File: src/rtl/vx_commit_arbiter.sv
`default_nettype none
// ============================================================================
// Module   : vx_commit_arbiter
// Purpose  : Shares one commit/writeback port among the execution units of an
//            issue slot. Packet-level round-robin with eop-based locking and a
//            single registered output stage with full throughput.
// Revision : 1.0 - initial release
// ============================================================================
module vx_commit_arbiter #(
  parameter  int NUM_REQS = 5,
  parameter  int DATAW    = 64,
  localparam int SEL_W    = (NUM_REQS > 1) ? $clog2(NUM_REQS) : 1
) (
  input  logic                      clk,
  input  logic                      reset,
  input  logic [NUM_REQS-1:0]       in_valid,
  input  logic [NUM_REQS*DATAW-1:0] in_data,
  input  logic [NUM_REQS-1:0]       in_eop,
  output logic [NUM_REQS-1:0]       in_ready,
  output logic                      out_valid,
  output logic [DATAW-1:0]          out_data,
  output logic                      out_eop,
  output logic [SEL_W-1:0]          out_sel,
  input  logic                      out_ready
);

  // rr_last starts at the highest index so requester 0 wins the first scan.
  localparam logic [SEL_W-1:0] C_RR_RESET = SEL_W'(NUM_REQS - 1);

  typedef enum logic [0:0] {
    ST_UNLOCKED = 1'b0,
    ST_LOCKED   = 1'b1
  } state_t;

  state_t           r_state;
  logic [SEL_W-1:0] r_lock_owner;
  logic [SEL_W-1:0] r_rr_last;

  logic             r_out_valid;
  logic [DATAW-1:0] r_out_data;
  logic             r_out_eop;
  logic [SEL_W-1:0] r_out_sel;

  logic             w_stage_ready;
  logic [SEL_W-1:0] w_rr_grant;
  logic             w_rr_found;
  logic             w_owner_valid;
  logic [SEL_W-1:0] w_grant;
  logic             w_grant_valid;
  logic             w_fire;
  logic [DATAW-1:0] w_sel_data;
  logic             w_sel_eop;

  assign w_stage_ready = !r_out_valid || out_ready;

  // Round-robin scan: first valid requester after rr_last, wrapping around.
  always_comb begin
    w_rr_grant = '0;
    w_rr_found = 1'b0;
    for (int k = 0; k < NUM_REQS; k++) begin
      if (!w_rr_found && in_valid[(int'(r_rr_last) + 1 + k) % NUM_REQS]) begin
        w_rr_found = 1'b1;
        w_rr_grant = SEL_W'((int'(r_rr_last) + 1 + k) % NUM_REQS);
      end
    end
  end

  // Valid of the current lock owner; only this requester may proceed when locked.
  always_comb begin
    w_owner_valid = 1'b0;
    for (int i = 0; i < NUM_REQS; i++) begin
      if (r_lock_owner == SEL_W'(i)) begin
        w_owner_valid = in_valid[i];
      end
    end
  end

  assign w_grant       = (r_state == ST_LOCKED) ? r_lock_owner  : w_rr_grant;
  assign w_grant_valid = (r_state == ST_LOCKED) ? w_owner_valid : (|in_valid);
  // Reset blocks acceptance so no beat is consumed while the block is cleared.
  assign w_fire        = !reset && w_stage_ready && w_grant_valid;

  // Payload/eop mux for the granted requester.
  always_comb begin
    w_sel_data = '0;
    w_sel_eop  = 1'b0;
    for (int i = 0; i < NUM_REQS; i++) begin
      if (w_grant == SEL_W'(i)) begin
        w_sel_data = in_data[i*DATAW +: DATAW];
        w_sel_eop  = in_eop[i];
      end
    end
  end

  generate
    for (genvar i = 0; i < NUM_REQS; i++) begin : g_ready
      assign in_ready[i] = w_fire && (w_grant == SEL_W'(i));
    end
  endgenerate

  // Output pipe stage: load on fire, otherwise drain when downstream accepts.
  always_ff @(posedge clk) begin
    if (reset) begin
      r_out_valid <= 1'b0;
      r_out_data  <= '0;
      r_out_eop   <= 1'b0;
      r_out_sel   <= '0;
    end else if (w_fire) begin
      r_out_valid <= 1'b1;
      r_out_data  <= w_sel_data;
      r_out_eop   <= w_sel_eop;
      r_out_sel   <= w_grant;
    end else if (out_ready) begin
      r_out_valid <= 1'b0;
    end
  end

  // Lock FSM: a non-eop beat locks onto its requester; the eop beat releases
  // it and advances the round-robin pointer, giving per-packet fairness.
  always_ff @(posedge clk) begin
    if (reset) begin
      r_state      <= ST_UNLOCKED;
      r_lock_owner <= '0;
      r_rr_last    <= C_RR_RESET;
    end else if (w_fire) begin
      case (r_state)
        ST_UNLOCKED: begin
          if (w_sel_eop) begin
            r_rr_last <= w_grant;
          end else begin
            r_state      <= ST_LOCKED;
            r_lock_owner <= w_grant;
          end
        end
        ST_LOCKED: begin
          if (w_sel_eop) begin
            r_state   <= ST_UNLOCKED;
            r_rr_last <= r_lock_owner;
          end
        end
        default: r_state <= ST_UNLOCKED;
      endcase
    end
  end

  assign out_valid = r_out_valid;
  assign out_data  = r_out_data;
  assign out_eop   = r_out_eop;
  assign out_sel   = r_out_sel;

`ifndef SYNTHESIS
  a_ready_onehot : assert property (@(posedge clk) disable iff (reset)
    $onehot0(in_ready));
  a_lock_owner_only : assert property (@(posedge clk) disable iff (reset)
    (r_state == ST_LOCKED) |->
      ((in_ready & ~(NUM_REQS'(1) << r_lock_owner)) == '0));
`endif

endmodule
`default_nettype wire

File: config.mk
export PLATFORM = sky130hd
export DESIGN_NAME = vx_commit_arbiter
export DESIGN_NICKNAME = d
export VERILOG_FILES = /design/src/rtl/vx_commit_arbiter.sv
export SDC_FILE = /design/constraint.sdc
export NUM_CORES = 1
export LEC_CHECK = 0
export CORE_MARGIN = 5
export CORE_UTILIZATION = 36
export DETAILED_ROUTE_END_ITERATION = 16
export DONT_BUFFER_PORTS = 1
export PLACE_DENSITY = 0.6
export SYNTH_ARGS = -nofsm -noshare
export SYNTH_HDL_FRONTEND = slang
export SYNTH_SLANG_ARGS = --single-unit
export TNS_END_PERCENT = 10
File: constraint.sdc
create_clock -name clk -period 19.5 [get_ports clk]
set_input_delay 0.975 -clock clk [delete_from_list [all_inputs] [get_ports clk]]
set_output_delay 0.975 -clock clk [all_outputs]
set_load 0.02 [all_outputs]
# Word-level counts from Yosys, hierarchy flattened

Index checks and enable logic that the tools add are counted.

Latch bits: 0
Flip-flop bits (word level): 76
Memories: 0
Memory bits (writable): 0
Bits in read-only memories: 0
Output and inout bits: 74

Bitwise gates (word level): 2
Shift-type cells: 0
Mux-type cells: 47
Equality and inequality tests: 10
$add $sub $neg: 5
Order comparisons: 5
$mul: 0
Divide/modulo/power cells: 5
Reductions and logical operators: 24

Operator list:

| kind                                                   | number |
|---|---|
| 2-to-1 mux 64 bit                                      | 5 |
| < comparator 32 x 5 -> 1 bit, second input constant    | 5 |
| remainder unit 32 x 4 -> 32 bit, second input constant | 5 |
| adder 32 x 3 -> 32 bit, second input constant          | 2 |
| adder 32 x 2 -> 32 bit, second input constant          | 1 |
| 2-to-1 mux 1 bit                                       | 28 |
| 2-to-1 mux 3 bit                                       | 8 |
| binary-select mux 1 bit (select 3 bit)                 | 5 |
| equality test 3 x 2 -> 1 bit, second input constant    | 4 |
| logical AND 1 bit                                      | 11 |
| equality test 3 x 1 -> 1 bit, second input constant    | 2 |
| equality test 3 bit, second input constant             | 2 |
| zero test 1 bit                                        | 6 |
| zero test 3 bit                                        | 2 |
| case mux 3 bit (2 select lines)                        | 1 |
| AND reduction 3 bit                                    | 2 |
| adder 4 x 3 -> 5 bit, second input constant            | 1 |
| OR reduction 5 bit                                     | 1 |
| adder 3 x 1 -> 4 bit, second input constant            | 1 |
| inequality test 2 x 1 -> 1 bit, second input constant  | 1 |
| inequality test 2 bit, second input constant           | 1 |
| NOT 1 bit                                              | 2 |
| nonzero test 2 bit                                     | 1 |
| logical OR 1 bit                                       | 1 |

# Depth between registers and ports, before layout

Gate-level depths: netlist of the first run.

Depth in word-level cells: 27
Depth in mapped cells: 35

# Worst setup path before layout of the first run

No wires, ideal clock.

Path type: flip-flop to output port
Start: register r_rr_last[0]
End: output in_ready[0]
Arrival: 7,401 ps
Stages on the path, launching flop included: 32
Path slack: 11,124 ps
Data required time: 18,525 ps
Buffers on the path: 6
Cell sequence: dfxtp_1 > buf_6 > inv_1 > clkbuf_1 > ha_1 > clkbuf_1 > inv_1 > ha_1 > o21ba_2 > nor3_1 > ha_1 > a21oi_1 > nand3_1 > nand2_1 > ha_1 > a2111o_1 > a31oi_4 > xnor2_1 > ha_1 > nand2b_1 > nand3_1 > a32o_1 > nand3_1 > mux2i_1 > mux2_4 > nor4b_4 > o2111ai_1 > and2_1 > buf_2 > buf_2 > buf_1 > nor3_1

Word-level cells in the longest chain between the ends: 21
Elaborated cells on any way between the ends: 45

RTL lines:

| what                                                                            | line   | text |
|---|---|---|
| start: declaration                                                              | 37     | `logic [SEL_W-1:0] r_rr_last;` |
| start signal: assignment                                                        | 129    | `r_rr_last <= w_grant;` |
| start signal: assignment                                                        | 138    | `r_rr_last <= r_lock_owner;` |
| adder 3 x 1 -> 4 bit (*)                                                        | 61, 63 |  |
| parallel branches: the longest is 16 deep, another holds adder 32 x 2 -> 32 bit | --     |  |
| 2-to-1 mux 3 bit (*)                                                            | 61     | `if (!w_rr_found && in_valid[(int'(r_rr_last) + 1 + k) % NUM_REQS]) begin` |
| 2-to-1 mux 3 bit (*)                                                            | 78     | `assign w_grant = (r_state == ST_LOCKED) ? r_lock_owner : w_rr_grant;` |
| zero test 3 bit (*)                                                             | 97     | `assign in_ready[i] = w_fire && (w_grant == SEL_W'(i));` |
| logical AND 1 bit (*)                                                           | 97     |  |
| end: declaration                                                                | 19     | `output logic [NUM_REQS-1:0] in_ready,` |

Mark *: on every way between the ends. The select of a mux whose other input is x is not followed.

# Final worst setup path of the first run

Ends and elaborated chain as after synthesis.

==> results of run 1 <==
==> stage by stage <==
step	setup WS, ns	util [%]	cells
4_1_cts	9.99	38.3	1305
5_1_grt	9.33	38.3	1306
2_1_floorplan	11.12	-	1076
6_report	9.99	38.3	1307
3_3_place_gp	10.55	36.8	1289
3_5_place_dp	10.31	36.8	1289
==> worst register-to-register path, delay by kind of cell, from the launching register on <==
family	cells	cell delay (ns)
AOI/OAI and AO/OA	10	1.99
xor gates and xnor gates	1	0.25
adders and majority gates	5	1.74
buffers and inverters	6	2.51
DFF	1	0.31
and+or+nand+nor	11	2.36
==> layer usage <==
layer | wire (um) | part of all wire, % | vias up | global-route usage (%)
li1 | - | - | 3959 | -
met1 | 14100 | 38 | 4115 | 31.2
met2 | 18300 | 50 | 444 | 46.4
met3 | 3200 | 8.7 | 57 | 8.45
met4 | 1390 | 3.8 | 2 | 9.89
met5 | 7 | 0.019 | - | 0
==> power by group through the flow <==
| stage | clock [uW] | sequential (uW) | combinational (uW) |
|---|---|---|---|
| 6_report | 197 | 376 | 2080 |
| 5_1_grt | 207 | 380 | 2280 |
| 4_1_cts | 201 | 379 | 2060 |
| 3_5_place_dp | 0 | 383 | 2050 |
| 3_3_place_gp | 0 | 381 | 2020 |
| 2_1_floorplan | 0 | 323 | 1690 |
==> logic make-up after synthesis <==
kind of cell	count (synthesis)	share of synthesized area [%]
DFF	76	18.5
and+or+nand+nor	331	21.1
adders and majority gates	41	6.24
AOI/OAI and AO/OA	399	33.4
muxes	95	12.1
xor gates and xnor gates	18	2.51
buffers and inverters	116	6.10
==> Yosys cell counts (all sizes together), types with 6 or more instances <==
| master | n |
|---|---|
| a21o | 11 |
| ha | 41 |
| o211ai | 6 |
| and2 | 8 |
| nor2b | 71 |
| nor3 | 21 |
| mux2 | 10 |
| inv | 31 |
| a221oi | 63 |
| xnor2 | 14 |
| nor3b | 7 |
| nand4 | 8 |
| nand2 | 43 |
| nand2b | 9 |
| clkbuf | 53 |
| o21ai | 27 |
| nor2 | 107 |
| nand3 | 20 |
| buf | 32 |
| mux2i | 83 |
| o31ai | 9 |
| or3 | 6 |
| o22ai | 64 |
| a21oi | 148 |
| and3 | 10 |
| dfxtp | 76 |
==> state kept, by name (all words and copies together), names as in the netlist <==
| register | cells |
|---|---|
| out_eop | 1 |
| r_state | 1 |
| r_rr_last | 3 |
| out_valid | 1 |
| out_data | 64 |
| r_lock_owner | 3 |
| out_sel | 3 |
==> worst paths after layout <==
check | from | to | slack, ns | cells past startpoint
setup / recovery | r_rr_last[0] | in_ready[0] | 9.99 | 29
hold / removal | out_sel[1] | out_sel[1] | 0.55 | 2
setup reg to reg | r_rr_last[0] | out_data[12] | 10.26 | 33
hold reg to reg | out_sel[1] | out_sel[1] | 0.55 | 2
==> layout make-up <==
type	count	area [um2]	share of cell area, %
well taps	285	357	4.12
flip-flops and latches	76	1520	17.6
inverters	31	116	1.35
repair buffers	13	97.6	1.13
clock inverters	7	105	1.21
clock buffers	9	225	2.60
multi-input cells	884	6220	71.9
diodes	2	5.00	0.0579
==> metrics.cfg, run 1 <==
[run_status]
status = finished, final reports clean

[sta]
max_freq_ghz = 0.105
min_period_over_period_pct = 48.8
setup_tns_ns = 0
setup_viol = 0
report.final.hold_viol_count = 0
period_minus_slack_ns = 9.51
slew_violations = 0
grt_setup_unrepaired = no
relSlewSlack_pct = 36.3
hold_ws_ns = 0.554
finalClockSkew_ns = 0.0144
tightest_slew_ns = 0.956

[power_and_ir_drop]
total_power_uw = 2650
ir_drop_v = 0.000219
seq_power_share_pct = 14.2
p_clk_share_pct = 7.4
combPwrFrac_pct = 78.4
p_int_uw = 1160
p_per_area_nw_per_um2 = 307
p_sw_share_pct = 56.3
p_leak_uw = 0.00323
switchingPower_uw = 1490

[min_path]
hold_class = reg2reg

[logic_synthesis]
async_flop_share_pct = 0
ys_warn_count = 0
avgSynthCellArea_um2 = 7.64
yosysUniqueCellTypes = 96
synth_cells = 1076
ys_seq_area_share_pct = 18.5
synth-main-ff-cell = dfxtp_1
netlist_area_um2 = 8220
synthDominantCellAreaShare_pct = 18.5
synth_top_cell_by_area = dfxtp_1
synthTopCellsByArea = dfxtp_1 19%, mux2i_1 10%, a21oi_1 9.0%
synth_seq_cells = 76
syn_nets = 1450
synth_edf_count = 0

[finish]
mostFrequentLayoutCells = 148 x a21oi_1, 105 x nor2_1, 83 x mux2i_1, 75 x dfxtp_1, 70 x nor2b_1
nNetsFinal = 1389
final_layout_size_suffix_gt1_share_pct = 7.84
nFillCells = 2342
syn2layout_area_growth_pct = 5.25
final_common_cell = a21oi_1
final_area_um2 = 8650

[cts]
post-cts-setup-buffers = 0
clock_sinks = 76
cts_buffers = 9
htreeDepth = 3
clk_pin_slew_ns = 0.07
cts_tree = built
cts_max_path_buffers = 2
cts_root_buf = clkbuf_16
cts-resized-gates = 0
cts_hold_buf = 0
clock_latency_ns = 0.36

[floorplan]
die-area_um2 = 26000
die_h_um = 161
die_x_um = 161
rows = 55
start_util_pct = 36.4
io_pins = 407
coreArea_um2 = 22600

[placement]
gp_routability_congestion = 0.955
dp_hpwl_mm = 28.8
placed_area_um2 = 8320
io_buffers = 0

[setup_path]
cp-end-kind = primary output
path_max_fanout = 39
cp-start-kind = flop
worst-endpoint-required_ns = 18.53
critical_path.max_stage_delay_ns = 0.70
cp.arrival_ns = 8.54
worst-setup-path-type = reg2out
worst_path_most_repeated_cell = ha_1
crit_buf_inv = 4
critPathTopFamily = simple AND/OR/NAND/NOR gates
crit_slowest_cell = a311oi_2

[routing]
avgRoutedWirePerCell_um = 28.3
vias = 8577
post-route-drc-count = 0
wl_mm = 37.0
via_per_inst = 6.56
ant_nets = 0
dr.pass1.iters = 5
dr.first_iter.drc_count = 719

[global_route]
grt.total_usage_pct = 26.8
grt_pass1_vias = 8049
grt_first_pass_wirelength_mm = 53.7
grt_overflow = 0
grt_max_degree = 79
antenna_found_initial = 4

[flow_run]
max_cap_violations = 0

Note: power is estimated with default switching activity, not from simulation.
==> inputs of run 2 (changes only) <==
==> constraint.sdc (replaced) <==
create_clock -name clk -period 9.11 [get_ports clk]
set_input_delay 0.4555 -clock clk [delete_from_list [all_inputs] [get_ports clk]]
set_output_delay 0.4555 -clock clk [all_outputs]
set_load 0.02 [all_outputs]
==> run 2 against run 1 <==
  * Sequential share of layout area down 0.12 points
  * First-iteration DRC count up 21%
  * Final cell count up 0.77%
==> metrics.cfg, run 2 (synthesized netlist as in run 1, its figures left out) <==
[routing]
ant_nets = 0
dr.pass1.iters = 6
via_per_inst = 6.50
vias = 8564
avgRoutedWirePerCell_um = 28.1
dr.first_iter.drc_count = 871
post-route-drc-count = 0
wl_mm = 37.0

[placement]
dp_hpwl_mm = 28.9
io_buffers = 0
gp_routability_congestion = 0.927
preCtsSetupSlack_ns = 1.28

[power_and_ir_drop]
p_per_area_nw_per_um2 = 654
ir_drop_v = 0.000625
p_leak_uw = 0.00327

[cts]
clock_sinks = 76
post-cts-setup-buffers = 0
htreeDepth = 3
cts_tree = built
cts_max_path_buffers = 2
clock_latency_ns = 0.35
clk_pin_slew_ns = 0.08
cts_hold_buf = 0
cts_root_buf = clkbuf_16
cts_buffers = 9
cts-resized-gates = 0

[finish]
mostFrequentLayoutCells = 148 x a21oi_1, 105 x nor2_1, 83 x mux2i_1, 76 x dfxtp_1, 70 x nor2b_1
largest_reg_flops = 64
nNetsFinal = 1397
final_layout_size_suffix_gt1_share_pct = 8.46
syn2layout_area_growth_pct = 5.88
final_common_cell = a21oi_1

[floorplan]
start_util_pct = 36.4
die-area_um2 = 26000
die_h_um = 161
die_x_um = 161
rows = 55
io_pins = 407
coreArea_um2 = 22600

[global_route]
grt.total_usage_pct = 26.9
antenna_found_initial = 6
grt_first_pass_wirelength_mm = 54.2
grt_max_degree = 79
grt_pass1_vias = 8294
grt_overflow = 0

[sta]
finalWorstSetupSlack_ns = 1.09
period_minus_slack_ns = 8.02
max_freq_ghz = 0.125
setup_tns_ns = 0
relSlewSlack_pct = 45.2
finalClockSkew_ns = 0.0158
min_period_over_period_pct = 88.1
tightest_slew_ns = 0.822
report.final.hold_viol_count = 0
setup_viol = 0
grt_setup_unrepaired = no
slew_violations = 0

[setup_path]
path_max_fanout = 62
cp-start-kind = flop
worst-setup-path-type = reg2out
cp-end-kind = primary output
cp.arrival_ns = 7.57
worst-endpoint-required_ns = 8.65

[flow_run]
max_cap_violations = 0

[run_status]
status = finished, final reports clean

[min_path]
hold_class = in2reg

## run 2: worst max-delay path: stages (launching register included)
cell,delay (ns)
dfxtp_1,0.50
inv_1,0.10
ha_1,0.44
buf_4,0.29
ha_1,0.25
nor2b_2,0.37
nor2_1,0.13
ha_1,0.30
o41ai_4,0.43
xnor2_2,0.17
ha_1,0.23
nor2_1,0.18
nand2_1,0.08
mux2_2,0.32
a21boi_1,0.29
xnor2_2,0.15
ha_1,0.20
nand2b_1,0.15
a211oi_1,0.39
a211oi_1,0.15
a31o_1,0.24
nor4b_4,0.34
nor4b_4,0.35
or3b_1,0.19
and3_4,0.30
buf_12,0.31
nor3_1,0.11
buf_4,0.18
## run 2: area by class of cell
cell class                 count  area [um2]
fill                        2343       13900
multi-input combinational    884        6220
sequential                    76        1520
tap                          285         357
clock buffer                   9         225
timing repair buffer          21         195
inverter                      31         116
clock inverter                 7        55.1
antenna                        4        10.0
## run 2: stage by stage
stage          cell area, um2  util (%)  power [uW]  std cells  hold slack [ns]
5_1_grt                  8700      38.6        6170       1317            0.163
4_1_cts                  8690      38.5        5660       1313            0.157
6_report                 8700      38.6        5690       1317            0.175
3_5_place_dp             8410      37.3        5280       1297            0.530
3_3_place_gp             8410      37.3        5230       1297            0.526
2_1_floorplan            8220         -        4300       1076            0.486
## run 2: metal layers
metal  track usage (%)  part of all wire [%]
met5                 0                 0.092
met4              9.50                   3.1
met3              8.32                   8.9
met2              47.0                    51
met1              31.2                    37
## run 2: worst paths after layout
check                                    end  slack (ns)          from  depth (start not counted)
worst max-delay path             in_ready[0]        1.09  r_rr_last[0]                         27
worst min-delay path               out_valid        0.18         reset                          1
worst max register to register  r_rr_last[0]        1.23  r_rr_last[0]                         28
worst min register to register    out_sel[1]        0.55    out_sel[1]                          2
## run 2: power by group
part           total [uW]  leakage (uW)  internal [uW]  switching [uW]
sequential            798      0.000629            480             318
combinational        4520       0.00250           1820            2700
clock                 370      0.000139            189             181
==> inputs of run 3 (changes only) <==
--- a/config.mk
+++ b/config.mk
@@ -5,11 +5,12 @@
 export SDC_FILE = /design/constraint.sdc
 export NUM_CORES = 1
 export LEC_CHECK = 0
-export CORE_MARGIN = 5
-export CORE_UTILIZATION = 36
+export CORE_AREA = 5 5 155 157
 export DETAILED_ROUTE_END_ITERATION = 16
+export DIE_AREA = 0 0 160 162
 export DONT_BUFFER_PORTS = 1
-export PLACE_DENSITY = 0.6
+export PLACE_DENSITY = 0.61
+export RECOVER_POWER = 50
 export SYNTH_ARGS = -nofsm -noshare
 export SYNTH_HDL_FRONTEND = slang
 export SYNTH_SLANG_ARGS = --single-unit
==> run 3 against run 2 <==
  * Sequential share of layout area hardly changed
  * First-iteration DRC count shrank 13%
  * Power rose by 0.67%
  * Worst hold slack lost 0.0071 ns
  * Critical path type unchanged
  * Critical endpoint is now in_ready[1]
  * Sequential cell count did not move
  * Combinational power up 0.9%
  * Core utilization up 0.37 points
  * Via count grew 0.13%
  * Critical path depth unchanged
==> metrics.cfg, run 3 (synthesized netlist as in run 1, its figures left out) <==
[run_status]
status = finished, final reports clean

[cts]
clock_latency_ns = 0.36
cts_tree = built
htreeDepth = 3
cts_root_buf = clkbuf_16
clock_sinks = 76
post-cts-setup-buffers = 0
cts_buffers = 9
cts_max_path_buffers = 2
clk_pin_slew_ns = 0.08
cts_hold_buf = 0
cts-resized-gates = 0

[setup_path]
cp-start-kind = flop
worst-endpoint-required_ns = 8.65
worst-setup-path-type = reg2out
crit_slowest_cell = nor3_1
critical_path.max_stage_delay_ns = 0.59
rrSetupSlack_ns = 0.90
cp.arrival_ns = 7.76
worst_path_most_repeated_cell = ha_1
path_max_fanout = 18
cp-end-kind = primary output

[sta]
finalClockSkew_ns = 0.0154
setup_tns_ns = 0
max_freq_ghz = 0.122
report.final.hold_viol_count = 0
tightest_slew_ns = 1.32
grt_setup_unrepaired = no
slew_violations = 0
period_minus_slack_ns = 8.22
relSlewSlack_pct = 11.4
min_period_over_period_pct = 90.2
setup_viol = 0

[power_and_ir_drop]
switchingPower_uw = 3230
seq_power_share_pct = 13.8
p_leak_uw = 0.00327
ir_drop_v = 0.000319
p_per_area_nw_per_um2 = 658
p_int_uw = 2500
p_sw_share_pct = 56.3
combPwrFrac_pct = 79.5
p_clk_share_pct = 6.7

[floorplan]
die-area_um2 = 25900
die_x_um = 160
die_h_um = 162
start_util_pct = 36.7
rows = 55
io_pins = 407
coreArea_um2 = 22400

[routing]
post-route-drc-count = 0
dr.first_iter.drc_count = 757
avgRoutedWirePerCell_um = 28.7
via_per_inst = 6.52
wl_mm = 37.7
vias = 8575
ant_nets = 0
dr.pass1.iters = 7

[finish]
nNetsFinal = 1397
mostFrequentLayoutCells = 148 x a21oi_1, 106 x nor2_1, 83 x mux2i_1, 76 x dfxtp_1, 70 x nor2b_1
largest_reg_flops = 64
final_util_pct = 38.9
final_cells = 1316
nFillCells = 2318
final_common_cell = a21oi_1
syn2layout_area_growth_pct = 5.92
final_layout_size_suffix_gt1_share_pct = 8.37

[placement]
io_buffers = 0
gp_routability_congestion = 0.941
dp_hpwl_mm = 29.6
placedCellCount = 1297

[min_path]
hold_class = in2reg

[global_route]
grt_first_pass_wirelength_mm = 54.7
grt_pass1_vias = 8270
grt.total_usage_pct = 27.3
grt_max_degree = 79
antenna_found_initial = 2
grt_overflow = 0

[flow_run]
max_cap_violations = 0

## run 3: worst paths after layout
check             startpoint              end  depth (start not counted)
max reg2reg     r_rr_last[0]     out_data[26]                         31
min                    reset        out_valid                          1
min reg2reg  r_lock_owner[0]  r_lock_owner[0]                          2
max             r_rr_last[0]      in_ready[1]                         27
## run 3: power groups by stage
stage | clock [uW] | sequential, uW | combinational, uW
after global placement | 0 | 805 | 4470
final | 383 | 792 | 4560
after global routing | 395 | 801 | 5020
after detailed placement | 0 | 809 | 4500
after floorplan | 0 | 691 | 3610
after CTS | 385 | 801 | 4530
## run 3: layout make-up
type,count,area [um2],area share [%]
Clock buffer,9,225,2.59
Clock inverter,7,65.1,0.747
Inverter,31,116,1.34
Tap cell,285,357,4.10
Multi-Input combinational cell,884,6210,71.4
Sequential cell,76,1520,17.5
Timing Repair Buffer,21,199,2.29
Antenna cell,3,7.51,0.0862
## run 3: worst max-delay path, delay by kind of cell (launching register included)
family	cells	cell delay [ns]
xor+xnor	1	0.24
simple gates	10	2.41
compound gates	6	1.64
fa+ha+maj	5	1.56
mux	2	0.51
flops	1	0.36
buf+inv	3	0.66
## run 3: routing by layer
| layer | global-route usage, % | up-vias | routed length (um) |
|---|---|---|---|
| met5 | 0 | - | 13 |
| met4 | 12.0 | 2 | 1650 |
| met3 | 7.87 | 50 | 3370 |
| met2 | 46.7 | 451 | 18700 |
| met1 | 31.8 | 4086 | 14000 |
| li1 | - | 3986 | - |
## run 3: metrics by stage
step,setup WS [ns],hold slack [ns],total power [uW],area (um2)
6_report,0.894,0.168,5730,8710
5_1_grt,0.205,0.153,6210,8700
4_1_cts,0.919,0.156,5710,8710
3_5_place_dp,1.12,0.537,5310,8420
3_3_place_gp,1.13,0.536,5270,8420
2_1_floorplan,1.25,0.486,4300,8220
